`src/rtl/river_move_ctrl.sv`:
```
// Move sequencer for the farmer/fox/chicken/seed puzzle: turns move requests into
// bank positions, waits for the puzzle to settle, then records its verdict.
module river_move_ctrl #(
    parameter int SETTLE    = 2,
    parameter int MAX_MOVES = 15,
    parameter int MW        = 8
) (
    input  logic          clk,
    input  logic          reset,
    input  logic          go,
    input  logic [1:0]    sel,
    input  logic          clr,
    input  logic          win,
    input  logic          lose,
    input  logic          inv,
    output logic [3:0]    pos,
    output logic          busy,
    output logic          done,
    output logic [1:0]    result,
    output logic [MW-1:0] moves,
    output logic          rej
);

    localparam int CW = (SETTLE > 1) ? $clog2(SETTLE + 1) : 1;
    localparam logic [CW-1:0] WAIT_LAST = CW'(SETTLE - 1);
    localparam logic [MW-1:0] MOVE_LIMIT = MW'(MAX_MOVES);

    typedef enum logic [2:0] {
        S_IDLE = 3'd0,
        S_WAIT = 3'd1,
        S_EVAL = 3'd2,
        S_WON  = 3'd3,
        S_LOST = 3'd4
    } state_t;

    state_t        state_q, state_d;
    logic [3:0]    pos_q, pos_d;
    logic [3:0]    saved_q, saved_d;
    logic [CW-1:0] wcnt_q, wcnt_d;
    logic [MW-1:0] moves_q, moves_d;
    logic [1:0]    result_q, result_d;
    logic          busy_q, busy_d;
    logic          done_q, done_d;
    logic          rej_q, rej_d;

    logic          pass_bit;
    logic [3:0]    flip_mask;
    logic [MW-1:0] moves_inc;

    always_comb begin
        pass_bit = 1'b0;
        case (sel)
            2'd1:    pass_bit = pos_q[2];
            2'd2:    pass_bit = pos_q[1];
            2'd3:    pass_bit = pos_q[0];
            default: pass_bit = pos_q[3];
        endcase
        flip_mask = {1'b1, sel == 2'd1, sel == 2'd2, sel == 2'd3};
        moves_inc = moves_q + 1'b1;
    end

    always_comb begin
        state_d  = state_q;
        pos_d    = pos_q;
        saved_d  = saved_q;
        wcnt_d   = wcnt_q;
        moves_d  = moves_q;
        result_d = result_q;
        busy_d   = busy_q;
        done_d   = done_q;
        rej_d    = 1'b0;

        if (clr) begin
            state_d  = S_IDLE;
            pos_d    = 4'b0000;
            saved_d  = 4'b0000;
            wcnt_d   = '0;
            moves_d  = '0;
            result_d = 2'b00;
            busy_d   = 1'b0;
            done_d   = 1'b0;
        end else begin
            case (state_q)
                S_IDLE: begin
                    if (go) begin
                        // A passenger can only cross from the bank the farmer stands on.
                        if (sel != 2'd0 && pass_bit != pos_q[3]) begin
                            rej_d = 1'b1;
                        end else begin
                            saved_d = pos_q;
                            pos_d   = pos_q ^ flip_mask;
                            wcnt_d  = '0;
                            busy_d  = 1'b1;
                            state_d = S_WAIT;
                        end
                    end
                end
                S_WAIT: begin
                    wcnt_d = wcnt_q + 1'b1;
                    if (wcnt_q == WAIT_LAST) begin
                        state_d = S_EVAL;
                    end
                end
                S_EVAL: begin
                    busy_d = 1'b0;
                    if (lose) begin
                        moves_d  = moves_inc;
                        result_d = 2'b10;
                        done_d   = 1'b1;
                        state_d  = S_LOST;
                    end else if (win) begin
                        moves_d  = moves_inc;
                        result_d = 2'b01;
                        done_d   = 1'b1;
                        state_d  = S_WON;
                    end else if (inv) begin
                        pos_d   = saved_q;
                        rej_d   = 1'b1;
                        state_d = S_IDLE;
                    end else begin
                        moves_d = moves_inc;
                        if (moves_inc == MOVE_LIMIT) begin
                            result_d = 2'b11;
                            done_d   = 1'b1;
                            state_d  = S_LOST;
                        end else begin
                            state_d = S_IDLE;
                        end
                    end
                end
                S_WON, S_LOST: begin
                    state_d = state_q;
                end
                default: begin
                    state_d = S_IDLE;
                end
            endcase
        end
    end

    always_ff @(posedge clk or negedge reset) begin
        if (!reset) begin
            state_q  <= S_IDLE;
            pos_q    <= 4'b0000;
            saved_q  <= 4'b0000;
            wcnt_q   <= '0;
            moves_q  <= '0;
            result_q <= 2'b00;
            busy_q   <= 1'b0;
            done_q   <= 1'b0;
            rej_q    <= 1'b0;
        end else begin
            state_q  <= state_d;
            pos_q    <= pos_d;
            saved_q  <= saved_d;
            wcnt_q   <= wcnt_d;
            moves_q  <= moves_d;
            result_q <= result_d;
            busy_q   <= busy_d;
            done_q   <= done_d;
            rej_q    <= rej_d;
        end
    end

    assign pos    = pos_q;
    assign busy   = busy_q;
    assign done   = done_q;
    assign result = result_q;
    assign moves  = moves_q;
    assign rej    = rej_q;

endmodule

```
`config.mk`:
```
export PLATFORM = sky130hd
export DESIGN_NAME = river_move_ctrl
export DESIGN_NICKNAME = d
export VERILOG_FILES = /design/src/rtl/river_move_ctrl.sv
export SDC_FILE = /design/constraint.sdc
export NUM_CORES = 1
export LEC_CHECK = 0
export ABC_AREA = 1
export CAP_MARGIN = 5
export CORE_MARGIN = 8
export CORE_UTILIZATION = 31
export DETAILED_ROUTE_END_ITERATION = 8
export SLEW_MARGIN = 10
export SYNTH_ARGS = -nofsm -noshare
export SYNTH_HDL_FRONTEND = slang
export SYNTH_SLANG_ARGS = --single-unit
export TNS_END_PERCENT = 50
```
`constraint.sdc`:
```
create_clock -name clk -period 1.6 [get_ports clk]
set_input_delay 0.4 -clock clk [delete_from_list [all_inputs] [get_ports clk]]
set_output_delay 0.4 -clock clk [all_outputs]
set_load 0.01 [all_outputs]
```
**Word-level counts from Yosys, hierarchy flattened**

Cells that the tools add are included.

- Register bits after elaboration: 26
- Input bits: 9
- Output and inout port bits: 17

- Eq/ne operators: 19
- Reduce and logical (&&, ||, !) cells: 17
- Add/sub/neg operators: 2
- Bitwise gates (word level): 1
- Muxes and demuxes: 53

Operators with widths:

| operator | number |
|---|---|
| 4-bit 2-to-1 mux | 10 |
| 8-bit 2-to-1 mux | 5 |
| 3-bit 2-to-1 mux | 8 |
| 2-bit 2-to-1 mux | 9 |
| 3-bit inequality test, second input constant | 6 |
| 1-bit 2-to-1 mux | 15 |
| 3-bit one-hot mux with 4 select lines | 1 |
| 3-bit AND reduction | 4 |
| 8-bit by 1-bit adder with 8-bit output, second input constant | 1 |
| 8-bit by 4-bit equality test with 1-bit output, second input constant | 1 |
| 4-bit one-hot mux with 2 select lines | 1 |
| 2-bit nonzero test | 4 |
| 3-bit by 2-bit equality test with 1-bit output, second input constant | 2 |
| 6-bit AND reduction | 1 |
| 3-bit nonzero test | 2 |
| 2-bit by 1-bit equality test with 1-bit output, second input constant | 2 |
| 2-bit equality test, second input constant | 2 |
| 2-bit inequality test, second input constant | 2 |
| 4-bit inequality test, second input constant | 1 |
| 1-bit one-hot mux with 2 select lines | 2 |
| 2-bit one-hot mux with 2 select lines | 1 |
| 4-bit AND reduction | 1 |
| 4-bit nonzero test | 1 |
| 4-bit bitwise XOR | 1 |
| 9 further kinds | 9 |

**Logic depth before layout (Yosys ltp)**

- Word-level depth: 8
- Mapped depth: 12
- Depth with buffers taken out: 12

**Worst setup path after synthesis**

Ideal clock, no wire load.

- Path kind: input-to-reg
- Start point: input port sel[0]
- End point: register state_q[1]
- Buffers on the path: 0
- Arrival time: 1.404 ns
- Setup time: 0.127 ns
- Path slack: 0.068 ns
- Stages on the path: 11
- Cells stage by stage: nand2_1 inv_1 ha_1 nor2_1 nand2_1 nand2_1 nand3_1 nand2_1 nand3_2 nand2_2 o21ai_0

- Longest elaborated chain between the ends: 6

Ends and longest elaborated chain:

| item | RTL line | text |
|---|---|---|
| from (decl) | 11 | `input logic [1:0] sel,` |
| 2-bit equality test or 2-bit by 1-bit equality test with 1-bit output (tied branches) | 52 | `case (sel)` |
| 1-bit one-hot mux with 3 select lines | 52 |  |
| 1-bit inequality test | 87 | `if (sel != 2'd0 && pass_bit != pos_q[3]) begin` |
| 1-bit logical AND * | 87 |  |
| 3-bit inequality test (no source line) * | -- |  |
| 4-bit AND reduction (no source line) * | -- |  |
| to (signal assigned) | 153 | `state_q <= state_d;` |
| to (decl) | 36 | `state_t state_q, state_d;` |

Every way passes the cells marked *; elsewhere a longest branch is shown, timed or not.
A chain may end at the register's enable or synchronous reset.

**Worst setup path in the final report**

- Start point: register moves_q[0] (netlist: moves[0])
- End point: register done_q (netlist: done)

- Longest elaborated chain between the ends: 4

Ends and longest elaborated chain:

| item | RTL line | text |
|---|---|---|
| from (decl) | 40 | `logic [MW-1:0] moves_q, moves_d;` |
| from (signal assigned) | 157 | `moves_q <= moves_d;` |
| 8-bit by 1-bit adder with 8-bit output | 59 | `moves_inc = moves_q + 1'b1;` |
| 8-bit by 4-bit equality test with 1-bit output | 122 | `if (moves_inc == MOVE_LIMIT) begin` |
| 4-bit nonzero test (no source line) | -- |  |
| 3-bit AND reduction (no source line) | -- |  |
| to (signal assigned) | 160 | `done_q <= done_d;` |
| to (decl) | 43 | `logic done_q, done_d;` |

Every way passes these cells.

==> metrics.txt <==
outcome completed; Worst Setup SP moves[0]$_DFFE_PN0P_; DP HPWL 2808 um; Initial Utilization 0.3208; vias in the first global route 1481; Core ar. 4723 sq um; GPL Wtd Cong 0.8351; CTS Buf Count 3; cells on worst reg2reg path 12; min Tclk post-route 1.563 ns; Die Y 85.91 um; period utilization 0.9771; clock slew at reported path FFs 0.10 ns; # IOs 26; total gr overflow 0; Register Area 650.6 sq um; final hold slack 0.4838 ns; Arr. time, crit path 1.74 ns; Clock Tree Buf Depth 2; Crit. End Element flop; RSZ-0062 raised after global routing yes; initial antenna violation count 0; worst vdd ir 0.7614 mV; Crit Path Max Fanout 4; die area 7381 sq um; clock sink count 26; worst slew pin tran 0.3879 ns; Finished Layout Cells 323; Final Skew 0.007831 ns; ANT cells 0; final setup fails 0; fin util 0.4829; power per cell area 1193 nW/um^2; HP Class flop to flop; router iterations before antenna repair 4; Synth async-reset ratio 1.000; Mapped Area 1515 sq um; Detailed Route WL 3984 um; top-count cell post-synth nand2_1; CTS Root Cell clkbuf_8; first-pass GRT wire length 6617 um; share of layout cells above drive strength 1 0.2891; synth warn 0; critical path required time 1.78 ns; hold_sp done$_DFFE_PN0P_; Slew headroom 0.7414; area of the multi-input gates 862.1 sq um; htree depth 1; Vias 1515; Max Slew Vio Count 0; max capacitance violation total 0; Cells after Synth 199; Worst R2R Start moves[0]$_DFFE_PN0P_; Synth Register Bits 26; clk_lat worst skew 0.27 ns; Fin. Hold Viols 0; CP Launch Type flop; chip width 85.91 um; CTS tree yes; total negative setup slack 0 ns; largest area contributor in the netlist dfrtp_1; syn nets 214; LEAKAGE 1.172 nW; Final nets 272; Yosys cell types 23; largest net degree at the start of global routing 27; Mean Syn Cell Area 7.614 sq um; critical setup path kind flop to flop; top_reg_cell synth dfrtp_1; GRT Total Usage 0.1101; Initial DRC Count 36; Area Overhead vs Synth 50.54%; row cnt 25; Seq/Total Area, Yosys 0.4294; synth top area cells dfrtp_1 43%, nand2_1 13%, o21ai_0 7.6%, nand3_1 6.6%, inv_1 6.2%; Post-synth EDFFs 0; placed cell count 313; routed vias/inst 4.690; post-route ant nets 0; fill count 456; DR DRC count 0; hold depth 2; share of the synthesized area in the top cell type 0.4294; drt wl/cell 12.33 um; Port Buffer Count 25; max frequency 0.6396 GHz; commonest cells in the netlist 52 x nand2_1, 26 x dfrtp_1, 25 x inv_1
repair_timing:
| item | 4_1_cts | 5_1_grt |
|---|---|---|
| pin swaps | 4 | 24 |
| hold buffers | 0 | 0 |
| setup buffers | 0 | 6 |
| setup endpoints to repair | 30 | 21 |
| resized for setup | 23 | 47 |
metrics by stage:
stage / worst slack (ns) / total power, mW / cell area, sq um
after floorplan: 0.06817 / 1.518 / 1515
after global placement: -0.5255 / 2.033 / 2032
after detailed placement: -0.6033 / 2.044 / 2032
after CTS: 0.004156 / 2.603 / 2110
after global routing: -0.1211 / 2.944 / 2281
final: 0.03659 / 2.721 / 2281
area by class of cell:
class | count | share of cell area
well taps | 67 | 0.03675
multi-input cells | 141 | 0.3779
flip-flops and latches | 26 | 0.2852
inverters | 29 | 0.04992
repair buffers | 56 | 0.2189
clock inverters | 1 | 0.01317
clock buffers | 3 | 0.01810
sequential cells by signal, indices dropped and copies added, names as in the netlist:
signal and count:
moves 8, state_q 3, rej 1, saved_q 4, pos 4, done 1
wcnt_q 2, result 2, busy 1
cells by family after synthesis:
group | count (synthesis) | share of synthesized area
AOI/OAI and AO/OA | 32 | 0.1181
xor gates and xnor gates | 1 | 0.005781
adders and majority gates | 6 | 0.04954
buffers and inverters | 32 | 0.08340
DFF | 26 | 0.4294
and+or+nand+nor | 102 | 0.3138
layout by cell type (no fill, tap or decap):
master           synthesis  final
nor3_1                   2      2
inv_6                    0      1
o31ai_1                  1      1
ha_1                     6      2
buf_6                    0      3
nor2_1                  12      9
o21ai_4                  1      1
nor2_2                   1      2
clkbuf_8                 0      3
nand3_2                  2      2
clkdlybuf4s50_1          0      4
a21oi_1                  3      3
inv_1                   25     21
ha_4                     0      2
xor2_1                   1      1
nand2_1                 52     43
nand3b_1                 1      1
o21ai_0                 23     17
buf_12                   0      1
dlymetal6s2s_1           0      6
nand3_4                  0      2
nor2_4                   2      4
ha_2                     0      2
inv_2                    4      7
o22ai_1                  4      4
nand4_4                  0      1
dfrtp_1                 26     26
clkbuf_2                 0      1
buf_4                    1     28
nand2_2                  4      9
bufinv_16                0      1
o21ai_1                  0      6
nand2_4                  0      4
dlygate4sd2_1            0     12
clkdlybuf4s15_1          0      1
nand4_1                  5      5
nand3_1                 20     18
power breakdown:
group          switching (mW)  total, mW  internal, mW
combinational           0.654       1.22         0.568
sequential              0.144      0.950         0.806
clock                   0.214      0.549         0.335
per-layer routing:
| metal | share of wire | up-vias | track usage |
|---|---|---|---|
| met1 | 0.42 | 711 | 0.1268 |
| li1 | - | 769 | - |
| met5 | 0 | - | 0 |
| met2 | 0.51 | 31 | 0.1917 |
| met3 | 0.054 | 4 | 0.03725 |
| met4 | 0.0080 | 0 | 0.02229 |
worst max-delay path: stages, from the launching register on:
cell	delay, ns
dfrtp_1	0.44
buf_6	0.16
inv_6	0.06
ha_4	0.13
nand2_2	0.05
nor2_2	0.09
nand3_1	0.07
nor2_1	0.11
nand2_1	0.07
nand2_2	0.11
nand2_4	0.07
nand2_2	0.07
nand2_1	0.04
worst paths after layout:
path / to / slack [ns]
hold / removal: done$_DFFE_PN0P_ / 0.48
setup / recovery: done$_DFFE_PN0P_ / 0.04
setup reg to reg: done$_DFFE_PN0P_ / 0.04
min in group asynchronous: moves[4]$_DFFE_PN0P_ / 0.49
hold reg to reg: done$_DFFE_PN0P_ / 0.48
max in group asynchronous: wcnt_q[0]$_DFFE_PN0P_ / 0.85
No activity file was read; power rests on OpenSTA's default activity.
